[config.mk]
export PLATFORM = sky130hd
export DESIGN_NAME = branch_resolve_unit
export DESIGN_NICKNAME = d
export VERILOG_FILES = /design/src/rtl/branch_resolve_unit.sv
export SDC_FILE = /design/constraint.sdc
export NUM_CORES = 1
export LEC_CHECK = 0
export ABC_AREA = 1
export CAP_MARGIN = 15
export CORE_MARGIN = 3
export CORE_UTILIZATION = 45
export CTS_BUF_LIST = sky130_fd_sc_hd__clkbuf_2
export CTS_CLUSTER_SIZE = 16
export DETAILED_ROUTE_END_ITERATION = 8
export DONT_BUFFER_PORTS = 1
export PLACE_DENSITY_LB_ADDON = 0.2
export SYNTH_ARGS = -nofsm -noshare
export SYNTH_HDL_FRONTEND = slang
export SYNTH_SLANG_ARGS = --single-unit
[constraint.sdc]
create_clock -name clk -period 5.6 [get_ports clk]
set_clock_uncertainty 0.15 [all_clocks]
set_input_delay 0.84 -clock clk [delete_from_list [all_inputs] [get_ports clk]]
set_output_delay 0.84 -clock clk [all_outputs]
set_load 0.03 [all_outputs]
[src/rtl/branch_resolve_unit.sv]
// branch_resolve_unit
//   EX-side partner of the gshare fetch predictor. Every prediction made at
//   fetch is recorded in a small in-flight queue as {pc, predNext}. When the
//   instruction resolves in EX, the oldest entry is popped and its predicted
//   next-PC is compared with the real one. The unit then drives the
//   predictor update port, and on a mismatch it issues a redirect and a flush.
//
// Parameters
//   DEPTH        in-flight queue entries (power of 2, >= 2)
//   FLUSH_CYCLES cycles fetch is held off after a redirect (>= 1)
//
// Ports
//   clk, rst                  clock / synchronous active-high reset
//   fetchValid/Pc/Hit/Target  push side, one prediction per fetched instr
//   fetchReady                queue accepts a push this cycle
//   exValid/Pc/IsBranch/
//   exActualTaken/Target      pop side, resolved outcome from EX
//   updBranch/Taken/Pc/Target predictor update (registered, 1-cycle pulse)
//   redirectValid/redirectPc  one-cycle redirect to the correct next PC
//   flush                     one-cycle squash of younger instructions
//   protocolErr               sticky: pop on empty queue or PC mismatch
//   branchCount, mispredictCount
//                             only present when BRU_PERF_COUNTERS_EN is defined
module branch_resolve_unit #(
  parameter int DEPTH        = 4,
  parameter int FLUSH_CYCLES = 2
) (
  input  logic        clk,
  input  logic        rst,
  input  logic        fetchValid,
  input  logic [31:0] fetchPc,
  input  logic        fetchHit,
  input  logic [31:0] fetchTarget,
  output logic        fetchReady,
  input  logic        exValid,
  input  logic [31:0] exPc,
  input  logic        exIsBranch,
  input  logic        exActualTaken,
  input  logic [31:0] exActualTarget,
  output logic        updBranch,
  output logic        updTaken,
  output logic [31:0] updPc,
  output logic [31:0] updTarget,
  output logic        redirectValid,
  output logic [31:0] redirectPc,
  output logic        flush,
`ifdef BRU_PERF_COUNTERS_EN
  output logic [31:0] branchCount,
  output logic [31:0] mispredictCount,
`endif
  output logic        protocolErr
);

  localparam int AW = $clog2(DEPTH);
  localparam int CW = AW + 1;
  localparam int FW = $clog2(FLUSH_CYCLES + 1);

  typedef enum logic {RUN, FLUSH} state_e;

  state_e        state_q;
  logic [AW-1:0] wr_ptr_q, wr_ptr_d;
  logic [AW-1:0] rd_ptr_q, rd_ptr_d;
  logic [CW-1:0] count_q, count_d;
  logic [FW-1:0] flush_cnt_q;

  // Small register-file queue; the head must be visible in the pop cycle,
  // so the read is combinational.
  logic [31:0] pc_mem   [DEPTH];
  logic [31:0] pred_mem [DEPTH];

  logic        redirect_q, flush_q, err_q;
  logic [31:0] redirect_pc_q;
  logic        upd_branch_q, upd_taken_q;
  logic [31:0] upd_pc_q, upd_target_q;

  logic        full, empty, pop_req, pop, push, mispredict;
  logic [31:0] head_pc, head_pred, act_next;

  assign full       = (count_q == CW'(DEPTH));
  assign empty      = (count_q == '0);
  assign fetchReady = (state_q == RUN) && !full;
  assign pop_req    = exValid && (state_q == RUN);
  assign pop        = pop_req && !empty;
  assign head_pc    = pc_mem[rd_ptr_q];
  assign head_pred  = pred_mem[rd_ptr_q];
  assign act_next   = (exIsBranch && exActualTaken) ? exActualTarget : exPc + 32'd4;
  assign mispredict = pop && (head_pred != act_next);
  // A fetch arriving in the mispredict cycle is on the wrong path.
  assign push       = fetchValid && fetchReady && !mispredict;

  always_comb begin
    wr_ptr_d = wr_ptr_q;
    rd_ptr_d = rd_ptr_q;
    count_d  = count_q;
    if (mispredict) begin
      wr_ptr_d = '0;
      rd_ptr_d = '0;
      count_d  = '0;
    end else begin
      if (push) wr_ptr_d = wr_ptr_q + AW'(1);
      if (pop)  rd_ptr_d = rd_ptr_q + AW'(1);
      count_d = count_q + CW'(push) - CW'(pop);
    end
  end

  always_ff @(posedge clk) begin
    if (push) begin
      pc_mem[wr_ptr_q]   <= fetchPc;
      pred_mem[wr_ptr_q] <= fetchHit ? fetchTarget : fetchPc + 32'd4;
    end
  end

  always_ff @(posedge clk) begin
    if (rst) begin
      state_q       <= RUN;
      flush_cnt_q   <= '0;
      wr_ptr_q      <= '0;
      rd_ptr_q      <= '0;
      count_q       <= '0;
      redirect_q    <= 1'b0;
      redirect_pc_q <= '0;
      flush_q       <= 1'b0;
      err_q         <= 1'b0;
      upd_branch_q  <= 1'b0;
      upd_taken_q   <= 1'b0;
      upd_pc_q      <= '0;
      upd_target_q  <= '0;
    end else begin
      wr_ptr_q     <= wr_ptr_d;
      rd_ptr_q     <= rd_ptr_d;
      count_q      <= count_d;
      redirect_q   <= 1'b0;
      flush_q      <= 1'b0;
      upd_branch_q <= pop && exIsBranch;
      if (pop && exIsBranch) begin
        upd_taken_q  <= exActualTaken;
        upd_pc_q     <= exPc;
        upd_target_q <= exActualTarget;
      end
      // A PC mismatch is flagged but the resolve still goes ahead.
      if ((pop_req && empty) || (pop && (exPc != head_pc))) err_q <= 1'b1;
      case (state_q)
        RUN: begin
          if (mispredict) begin
            state_q       <= FLUSH;
            flush_cnt_q   <= FW'(FLUSH_CYCLES);
            redirect_q    <= 1'b1;
            redirect_pc_q <= act_next;
            flush_q       <= 1'b1;
          end
        end
        FLUSH: begin
          if (flush_cnt_q == FW'(1)) state_q <= RUN;
          else                        flush_cnt_q <= flush_cnt_q - FW'(1);
        end
        default: state_q <= RUN;
      endcase
    end
  end

  assign updBranch     = upd_branch_q;
  assign updTaken      = upd_taken_q;
  assign updPc         = upd_pc_q;
  assign updTarget     = upd_target_q;
  assign redirectValid = redirect_q;
  assign redirectPc    = redirect_pc_q;
  assign flush         = flush_q;
  assign protocolErr   = err_q;

`ifdef BRU_PERF_COUNTERS_EN
  logic [31:0] branch_cnt_q, mispred_cnt_q;

  always_ff @(posedge clk) begin
    if (rst) begin
      branch_cnt_q  <= '0;
      mispred_cnt_q <= '0;
    end else begin
      if (upd_branch_q) branch_cnt_q  <= branch_cnt_q + 32'd1;
      if (redirect_q)   mispred_cnt_q <= mispred_cnt_q + 32'd1;
    end
  end

  assign branchCount     = branch_cnt_q;
  assign mispredictCount = mispred_cnt_q;
`else
  // Counters are not built in this configuration.
`endif

endmodule
==> results.json <==
{
  "ys_warn_count": 0,
  "grt_usage": 0.2798,
  "final_net_count": 2175,
  "crit_chain": "buf_4 -> buf_4 -> nand2_1 -> nand3_1 -> nand2_1 -> nand3_1 -> nand2_1 -> nor2_1 -> nand3_1 -> nor3_2 -> nand3_2 -> nand2_4 -> nand2_1 -> ha_1 -> inv_1 -> ha_1 -> inv_1 -> fa_1 -> or2_2 -> a21oi_2",
  "grt_pass1_wl_mm": 82.11,
  "synth_common_cells": "nand2_1 (586), edfxtp_1 (256), nand3_1 (162)",
  "rsz0062_at_grt": "no",
  "wirelength_mm": 56.51,
  "grt_max_degree": 66,
  "gp_congestion": 0.9389,
  "worstMarginPinSlew_ns": 0.9219,
  "cp_slowest_cell": "buf_4",
  "yosys-top-cells-area": "edfxtp_1 (46%), dfxtp_1 (13%), nand2_1 (13%)",
  "path_clk_slew_ns": 0.10,
  "die_w_um": 199.1,
  "critPathMaxStageDelay_ns": 0.65,
  "avgSynthCellArea_um2": 9.044,
  "rows": 70,
  "slew_headroom": 0.3789,
  "ys_ff_latch": 368,
  "crit_type": "register to register",
  "gr-total-overflow": 0,
  "cp_max_fo": 65,
  "pin_count": 237,
  "area_growth_pct": 16.90,
  "fillers": 3388,
  "cts_tree": "built",
  "drt-pass1-iter-count": 9,
  "synth_top_area_share": 0.4582,
  "finalSetupViolCount": 0,
  "async_reset_ff_frac": 0,
  "cts_buffer_depth": 3,
  "yosysMostFrequentCell": "nand2_1",
  "drive_above_1_share": 0.1025,
  "cts_buffers": 93,
  "cp.arrival_ns": 5.33,
  "powerDensity_mw_per_mm2": 401.7,
  "period_share": 0.8256,
  "seq_area_frac_synth": 0.5918,
  "htreeDepth": 3,
  "start_util": 0.4572,
  "viasPerCell": 5.515,
  "drc": 0,
  "hold_viol_final": 0,
  "first_iter_violations": 1274,
  "synth_flop_cell": "edfxtp_1",
  "place_ws_ns": 0.9994,
  "dp_hpwl_mm": 37.38,
  "antenna_found_initial": 3,
  "hold_path.class": "input pin to register",
  "vdd_drop_max_mv": 0.1866,
  "routedWlPerCell_um": 21.99,
  "synth_edf_count": 256,
  "p_leak_nw": 7.850,
  "vias": 14170,
  "grt_pass1_vias": 13440,
  "yosys.area.top_type": "edfxtp_1",
  "post-cts-setup-buffers": 0,
  "fp.coreArea_mm2": 0.03670,
  "cap_violations": 0,
  "dieArea_mm2": 0.03964,
  "hp-start": "fetchPc[6]",
  "fin_util": 0.5344,
  "crit_top_cell": "nand2_1",
  "cp.required_ns": 6.31,
  "ant_nets": 0,
  "synth.distinct_cells": 44,
  "min_period_ns": 4.624,
  "dieHeight_um": 199.1,
  "cts_sinks": 368,
  "fin_ws_ns": 0.9765,
  "netlist_area_mm2": 0.01678,
  "status": "completed",
  "io_buffers": 0,
  "cp-end-kind": "register",
  "start_kind": "register",
  "cts_root_buf": "clkbuf_2",
  "syn_nets": 2000,
  "drv_slew": 0,
  "synthCells": 1855,
  "max_freq_mhz": 216.3,
  "clock_latency_ns": 1.01
}
-- routing by layer --
layer  track usage  up-vias  part of all wire
met5             0        -                 0
met4        0.1268        0             0.042
met3       0.08548      108              0.10
met2        0.4171      726              0.43
met1        0.3781     6671              0.42
li1              -     6668                 -
-- layout by cell type (no fill, tap or decap), types with 21 or more instances in the layout --
cell type / instances
a21oi_1: 85
clkbuf_2: 135
clkinv_1: 21
dfxtp_1: 111
dlygate4sd3_1: 149
edfxtp_1: 256
inv_1: 90
nand2_1: 586
nand3_1: 162
nor2_1: 152
o21ai_0: 111
o22ai_1: 26
or2_2: 24
xor2_1: 30
-- metrics by stage --
stage                     total power, mW  area [um^2]  setup TNS (ns)  hold slack (ns)  std cells
after floorplan                     5.201        16780          -34.24           0.3169       1855
after global placement              5.804        17180               0           0.3297       2253
after detailed placement            5.840        17180               0           0.3431       2253
after CTS                           7.900        19590               0         0.001120       2564
after global routing                8.345        19610               0         -0.01307       2569
final                               7.879        19610               0           0.1081       2570
-- report_power, final --
part           internal [mW]  switching (mW)
clock                  0.869            1.08
combinational          0.650            1.46
sequential              3.39           0.432
-- worst max-delay path, delay by kind of cell, from the launching register on --
family                   cells  cell delay (ns)
AO/OA/AOI/OAI                1             0.15
adder cells (fa/ha/maj)      3             0.87
buffers and inverters        4             1.28
flip-flops                   1             0.36
AND/OR/NAND/NOR             12             1.65
-- state kept, by name (all words and copies together), names as in the netlist, named ones only --
| signal | cells |
|---|---|
| pc_mem | 128 |
| pred_mem | 128 |
| redirectPc | 32 |
| updPc | 32 |
| updTarget | 32 |
| count_q | 3 |
| flush_cnt_q | 2 |
| rd_ptr_q | 2 |
| wr_ptr_q | 2 |
| flush | 1 |
| protocolErr | 1 |
| state_q | 1 |
| updBranch | 1 |
| updTaken | 1 |
-- repair_timing --
item / CTS / global route
hold buffers: 149 / 1
setup endpoints to repair: 0 / 0
gates resized for setup: 0 / 0
endpoints found under the hold margin: 272 / 4
-- path summary, 6_finish.rpt --
path	to	slack, ns	cells past startpoint
min	pred_mem[3][6]$_DFFE_PP_	0.11	3
min reg2reg	rd_ptr_q[0]$_SDFFE_PP0P_	0.37	2
max	count_q[2]$_SDFF_PP0_	0.98	20
max reg2reg	count_q[2]$_SDFF_PP0_	0.98	20
-- area by class of cell --
type                       count  area, um^2  area share
multi-input combinational   1305        6125      0.3123
sequential                   368        9933      0.5065
clock buffer                 135       675.6     0.03445
inverter                      95       357.8     0.01825
antenna                        5       12.51   0.0006380
timing repair buffer         167        1689     0.08612
tap                          468       585.6     0.02986
clock inverter                27       234.0     0.01193
-- cell families (layout without fill, tap and decap cells) --
group | after synthesis | in the layout | synth area share
compound gates | 264 | 264 | 0.08614
fa+ha+maj | 10 | 10 | 0.007905
other cells | 0 | 5 | 0
flops | 368 | 368 | 0.5918
buf+inv | 182 | 424 | 0.04490
simple gates | 992 | 992 | 0.2489
xor+xnor | 39 | 39 | 0.02036
Power figures use the tool's default switching activity.
